$ cat src/rtl/rggen_rtl_pkg.sv
// Shared rggen types: bus direction/status, host interface FSM states and
// the alignment-bit helper used by the APB host interface.
package rggen_rtl_pkg;

  typedef enum logic {
    RGGEN_READ  = 1'b0,
    RGGEN_WRITE = 1'b1
  } rggen_direction;

  typedef enum logic [1:0] {
    RGGEN_OKAY         = 2'b00,
    RGGEN_EXOKAY       = 2'b01,
    RGGEN_SLAVE_ERROR  = 2'b10,
    RGGEN_DECODE_ERROR = 2'b11
  } rggen_status;

  typedef enum logic [1:0] {
    IDLE    = 2'b00,
    BUSY    = 2'b01,
    RESPOND = 2'b10
  } rggen_host_if_state;

  // Number of paddr LSBs that must be zero for a full-width access.
  function automatic int unsigned rggen_alignment_bits(int unsigned data_width);
    return $clog2(data_width / 8);
  endfunction

endpackage

$ cat src/rtl/rggen_host_if_timeout_counter.sv
// BUSY-state watchdog: counts cycles while enabled, flags expiry on the
// LIMIT-th enabled cycle so the FSM leaves BUSY after exactly LIMIT cycles.
module rggen_host_if_timeout_counter #(
  parameter int unsigned LIMIT = 255
) (
  input  logic clk,
  input  logic rst_n,
  input  logic clear,
  input  logic enable,
  output logic expired
);

  localparam int unsigned WIDTH = $clog2(LIMIT + 1);
  localparam logic [WIDTH-1:0] LAST = WIDTH'(LIMIT - 1);

  logic [WIDTH-1:0] count;

  always_ff @(posedge clk or negedge rst_n) begin
    if (!rst_n) begin
      count <= '0;
    end else if (clear) begin
      count <= '0;
    end else if (enable) begin
      count <= count + 1'b1;
    end
  end

  assign expired = enable && (count == LAST);

endmodule

$ cat src/rtl/rggen_host_if_apb_ex.sv
// APB3/APB4 slave to rggen local bus bridge with window/alignment/PPROT checks
// and a registered response. Optional BUSY timeout: RGGEN_HOST_IF_APB_EX_TIMEOUT_EN.
module rggen_host_if_apb_ex
  import rggen_rtl_pkg::*;
#(
  parameter int unsigned               ADDRESS_WIDTH       = 32,
  parameter int unsigned               LOCAL_ADDRESS_WIDTH = 16,
  parameter logic [ADDRESS_WIDTH-1:0]  BASE_ADDRESS        = '0,
  parameter int unsigned               DATA_WIDTH          = 32,
  parameter int unsigned               APB4                = 1,
  parameter int unsigned               PPROT_CHECK         = 0,
  parameter int unsigned               TIMEOUT_CYCLES      = 255
) (
  input  logic                           clk,
  input  logic                           rst_n,
  input  logic                           psel,
  input  logic                           penable,
  input  logic [ADDRESS_WIDTH-1:0]       paddr,
  input  logic                           pwrite,
  input  logic [DATA_WIDTH-1:0]          pwdata,
  input  logic [DATA_WIDTH/8-1:0]        pstrb,
  input  logic [2:0]                     pprot,
  output logic                           pready,
  output logic [DATA_WIDTH-1:0]          prdata,
  output logic                           pslverr,
  output logic                           bus_request,
  output logic [LOCAL_ADDRESS_WIDTH-1:0] bus_address,
  output logic                           bus_direction,
  output logic [DATA_WIDTH-1:0]          bus_write_data,
  output logic [DATA_WIDTH/8-1:0]        bus_write_strobe,
  input  logic                           bus_done,
  input  logic [DATA_WIDTH-1:0]          bus_read_data,
  input  logic [1:0]                     bus_status
);

  localparam int unsigned STROBE_WIDTH = DATA_WIDTH / 8;
  localparam int unsigned ALIGN_BITS   = rggen_alignment_bits(DATA_WIDTH);

  rggen_host_if_state               state;
  rggen_direction                   direction;
  logic [LOCAL_ADDRESS_WIDTH-1:0]   address;
  logic [DATA_WIDTH-1:0]            write_data;
  logic [STROBE_WIDTH-1:0]          write_strobe;
  logic [DATA_WIDTH-1:0]            read_data;
  logic                             error;

  logic                             access;
  logic                             window_miss;
  logic                             misaligned;
  logic                             prot_miss;
  logic                             reject;
  logic [STROBE_WIDTH-1:0]          strobe_in;
  logic                             timeout;
  logic                             unused_bits;

  assign access      = psel && penable;
  assign window_miss = paddr[ADDRESS_WIDTH-1:LOCAL_ADDRESS_WIDTH] !=
                       BASE_ADDRESS[ADDRESS_WIDTH-1:LOCAL_ADDRESS_WIDTH];
  assign misaligned  = |paddr[ALIGN_BITS-1:0];
  assign prot_miss   = (PPROT_CHECK != 0) && (APB4 != 0) && pwrite && !pprot[0];
  assign reject      = window_miss || misaligned || prot_miss;
  assign strobe_in   = !pwrite ? '0 : (APB4 != 0) ? pstrb : '1;
  assign unused_bits = ^{pprot[2:1], bus_status[0]};

`ifdef RGGEN_HOST_IF_APB_EX_TIMEOUT_EN
  rggen_host_if_timeout_counter #(
    .LIMIT (TIMEOUT_CYCLES)
  ) u_timeout_counter (
    .clk     (clk),
    .rst_n   (rst_n),
    .clear   (state != BUSY),
    .enable  ((state == BUSY) && !bus_done),
    .expired (timeout)
  );
`else
  assign timeout = 1'b0;
`endif

  always_ff @(posedge clk or negedge rst_n) begin
    if (!rst_n) begin
      state        <= IDLE;
      direction    <= RGGEN_READ;
      address      <= '0;
      write_data   <= '0;
      write_strobe <= '0;
      read_data    <= '0;
      error        <= 1'b0;
    end else begin
      case (state)
        IDLE: begin
          if (access) begin
            direction    <= rggen_direction'(pwrite);
            address      <= paddr[LOCAL_ADDRESS_WIDTH-1:0];
            write_data   <= pwdata;
            write_strobe <= strobe_in;
            if (reject) begin
              read_data <= '0;
              error     <= 1'b1;
              state     <= RESPOND;
            end else begin
              state <= BUSY;
            end
          end
        end
        BUSY: begin
          // bus_done wins over a timeout expiring in the same cycle
          if (bus_done) begin
            read_data <= ((direction == RGGEN_WRITE) || bus_status[1]) ? '0 : bus_read_data;
            error     <= bus_status[1];
            state     <= RESPOND;
          end else if (timeout) begin
            read_data <= '0;
            error     <= 1'b1;
            state     <= RESPOND;
          end
        end
        RESPOND: state <= IDLE;
        default: state <= IDLE;
      endcase
    end
  end

  assign bus_request      = state == BUSY;
  assign bus_address      = address;
  assign bus_direction    = direction;
  assign bus_write_data   = write_data;
  assign bus_write_strobe = write_strobe;

  assign pready  = state == RESPOND;
  assign prdata  = pready ? read_data : '0;
  assign pslverr = pready && error;

endmodule

$ cat config.mk
export PLATFORM = sky130hd
export DESIGN_NAME = rggen_host_if_apb_ex
export DESIGN_NICKNAME = d
export VERILOG_FILES = /design/src/rtl/rggen_rtl_pkg.sv /design/src/rtl/rggen_host_if_timeout_counter.sv /design/src/rtl/rggen_host_if_apb_ex.sv
export SDC_FILE = /design/constraint.sdc
export NUM_CORES = 1
export LEC_CHECK = 0
export ABC_AREA = 1
export BUFFER_PORTS_ARGS = -buffer_cell sky130_fd_sc_hd__buf_2
export CAP_MARGIN = 10
export CORE_MARGIN = 5
export CORE_UTILIZATION = 50
export CTS_CLUSTER_DIAMETER = 100
export DETAILED_ROUTE_END_ITERATION = 10
export HOLD_SLACK_MARGIN = 0.05
export MAX_ROUTING_LAYER = met4
export PLACE_DENSITY = 0.86
export SYNTH_ARGS = -nofsm -noshare
export SYNTH_HDL_FRONTEND = slang
export SYNTH_SLANG_ARGS = --single-unit
$ cat constraint.sdc
create_clock -name clk -period 2.3 [get_ports clk]
set_clock_uncertainty 0.05 [all_clocks]
set_input_delay 0.115 -clock clk [delete_from_list [all_inputs] [get_ports clk]]
set_output_delay 0.115 -clock clk [all_outputs]
set_load 0.01 [all_outputs]
==> out/qor.yml <==
tns_ns: 0
grt_antenna_before_repair: 0
cts_tree: "done"
grt_max_degree: 58
r2r_slack_ns: 0.23
path_common_cell: "nand2_1"
wirelength_um: 13500
worst-path-max-fanout: 35
vias_per_cell: 4.95
critical_path_class: "register to register"
port_buffers: 194
grt_pass1_wl_um: 21800
seqPwrFrac_pct: 47.7
yosys_warnings: 0
dp_hpwl_um: 8020
critPathBufInv: 1
n_antenna_cell: 0
pin_count: 199
synth_fp_nets: 649
intPower_mw: 2.69
placed_area_um2: 5050
clk_pin_slew_ns: 0.09
gp_congestion: 0.858
dieArea_um2: 9950
maxCapViolCount: 0
start_util_pct: 51.6
drc: 0
slew_headroom_pct: 36.9
synth_cells: 538
nets: 894
crit_arrival_ns: 2.25
ant_nets: 0
yosysSeqAreaShare_pct: 54.7
period_share_pct: 89.8
fin_area_um2: 5900
critical_path.slowest_cell: "o21ai_4"
num_vias: 4404
ir_drop_uv: 418
clock-root-buffer: "clkbuf_8"
cp-start-kind: "register"
multi_input_area_um2: 1520
critPathRequiredTime_ns: 2.48
max_freq_mhz: 484
pwr-share-clk_pct: 32.4
cp-end-kind: "register"
htreeDepth: 3
p_leak_nw: 3.31
wire_per_inst_um: 15.2
hold_viol_final: 0
slew_violations: 0
cts_setup_buffers: 0
synth_seq_cells: 88
area_growth_pct: 46.6
die_x_um: 99.8
switching_share_pct: 28.1
die_h_um: 99.8
num_rows: 32
clkLatencyLatePin_ns: 0.34
cts_buffer_depth: 2
grtUsageTotal_pct: 28.3
hp-class: "input pin to register"
syn_area_um2: 4030
setup_viol: 0
fin_cells: 890
min_period_ns: 2.07
worstMarginPinSlew_ns: 0.942
first_pass_iters: 5
cp_top_family: "compound AO/OA/AOI/OAI gates"
final_layout_size_suffix_gt1_share_pct: 28.4
powerDensity_nw_per_um2: 634
layout_common_cells: "nand2_1, buf_2, dfrtp_1"
run_status: "finished clean"
p_sw_mw: 1.05
synth_cell_type_count: 19
drtIter0Drc: 264
fill_cells: 542
core-area_um2: 7810
clkSinkCount: 88
dp_cells: 812
grt_pass1_vias: 4506
crit_path_cell_trace: "inv_1 > nand2_2 > o21ai_4 > nand2_4 > nand2_1 > nand2_1"
rsz0062_at_grt: "no"
cpPeakStageDelay_ns: 0.73
overflow: 0
mostFrequentLayoutCell: "nand2_1"
syn_area_per_cell_um2: 7.49
cts-buffers-inserted: 9
p_comb_share_pct: 19.9
seqCellArea_um2: 2200
-- sequential cells by signal, indices dropped and copies added (netlist names) --
| signal | flops |
|---|---|
| bus_address | 16 |
| bus_direction | 1 |
| bus_write_data | 32 |
| bus_write_strobe | 4 |
| error | 1 |
| read_data | 32 |
| state | 2 |
-- cell families after synthesis --
logic type             after synthesis  share of synthesized area, %
AO/OA/AOI/OAI                        6                          1.06
buffers and inverters               69                          7.76
flip-flops                          88                          54.7
AND/OR/NAND/NOR                    375                          36.5
-- per-stage QoR --
stage / util, % / total power [mW] / hold WS [ns] / setup WS, ns
global placement: 64.7 / 2.41 / 0.0681 / 0.334
floorplan: - / 2.09 / -0.231 / 0.987
finish: 75.6 / 3.74 / 0.0641 / 0.235
detailed placement: 64.7 / 2.43 / 0.0686 / 0.276
CTS: 75.6 / 3.72 / 0.0508 / 0.268
global route: 75.6 / 3.93 / 0.0657 / 0.112
-- synth_stat cells --
| master | instances | area, µm² |
|---|---|---|
| or2_0 | 1 | 6.26 |
| nand2_2 | 1 | 6.26 |
| nand3_1 | 34 | 170 |
| nor2_1 | 79 | 297 |
| clkbuf_1 | 8 | 30.0 |
| buf_6 | 3 | 33.8 |
| dfrtp_1 | 88 | 2200 |
| inv_2 | 1 | 3.75 |
| nand3_2 | 1 | 10.0 |
| o21ai_0 | 4 | 20.0 |
| buf_1 | 3 | 11.3 |
| inv_1 | 39 | 146 |
| buf_4 | 5 | 37.5 |
| o21ai_4 | 1 | 16.3 |
| nand2_4 | 1 | 11.3 |
| o22ai_1 | 1 | 6.26 |
| buf_2 | 10 | 50.1 |
| or2_2 | 1 | 6.26 |
| nand2_1 | 257 | 965 |
-- final timing paths --
path                                       to  cells after the start              from
min reg2reg                     read_data[13]                      2     read_data[13]
max reg2reg                     read_data[26]                      6          state[1]
max in group asynchronous  bus_write_data[24]                      3             rst_n
min in group asynchronous        read_data[5]                      2             rst_n
min                              read_data[2]                      5  bus_read_data[2]
max                             read_data[26]                      6          state[1]
-- final cells by class --
class | instances | area share, %
flip-flops and latches | 88 | 37.3
well taps | 102 | 2.16
multi-input cells | 381 | 25.8
clock inverters | 4 | 1.29
inverters | 40 | 2.54
repair buffers | 263 | 28.3
clock buffers | 12 | 2.63
-- worst register-to-register path, cell delays in order, from the launching register on --
cell	delay, ns
dfrtp_1	0.38
inv_1	0.08
nand2_2	0.08
o21ai_4	0.73
nand2_4	0.39
nand2_1	0.18
nand2_1	0.07
-- power groups by stage --
stage | logic [mW] | clock network, mW | registers (mW)
2_1_floorplan | 0.228 | 0 | 1.87
6_report | 0.746 | 1.21 | 1.78
3_5_place_dp | 0.637 | 0 | 1.79
4_1_cts | 0.718 | 1.23 | 1.77
3_3_place_gp | 0.620 | 0 | 1.79
5_1_grt | 0.819 | 1.31 | 1.80
-- layer usage --
layer	vias to the layer above	wire [µm]	track usage (%)
met5	-	0	-
met4	0	459	10.7
met3	44	1460	7.78
met2	282	6600	46.6
met1	1993	5010	33.1
li1	2085	-	-
-- what timing repair did --
item	CTS	global route
hold buffers	62	0
endpoints found under the hold margin	95	0
resized for setup	0	0
Power figures use the tool's default switching activity.
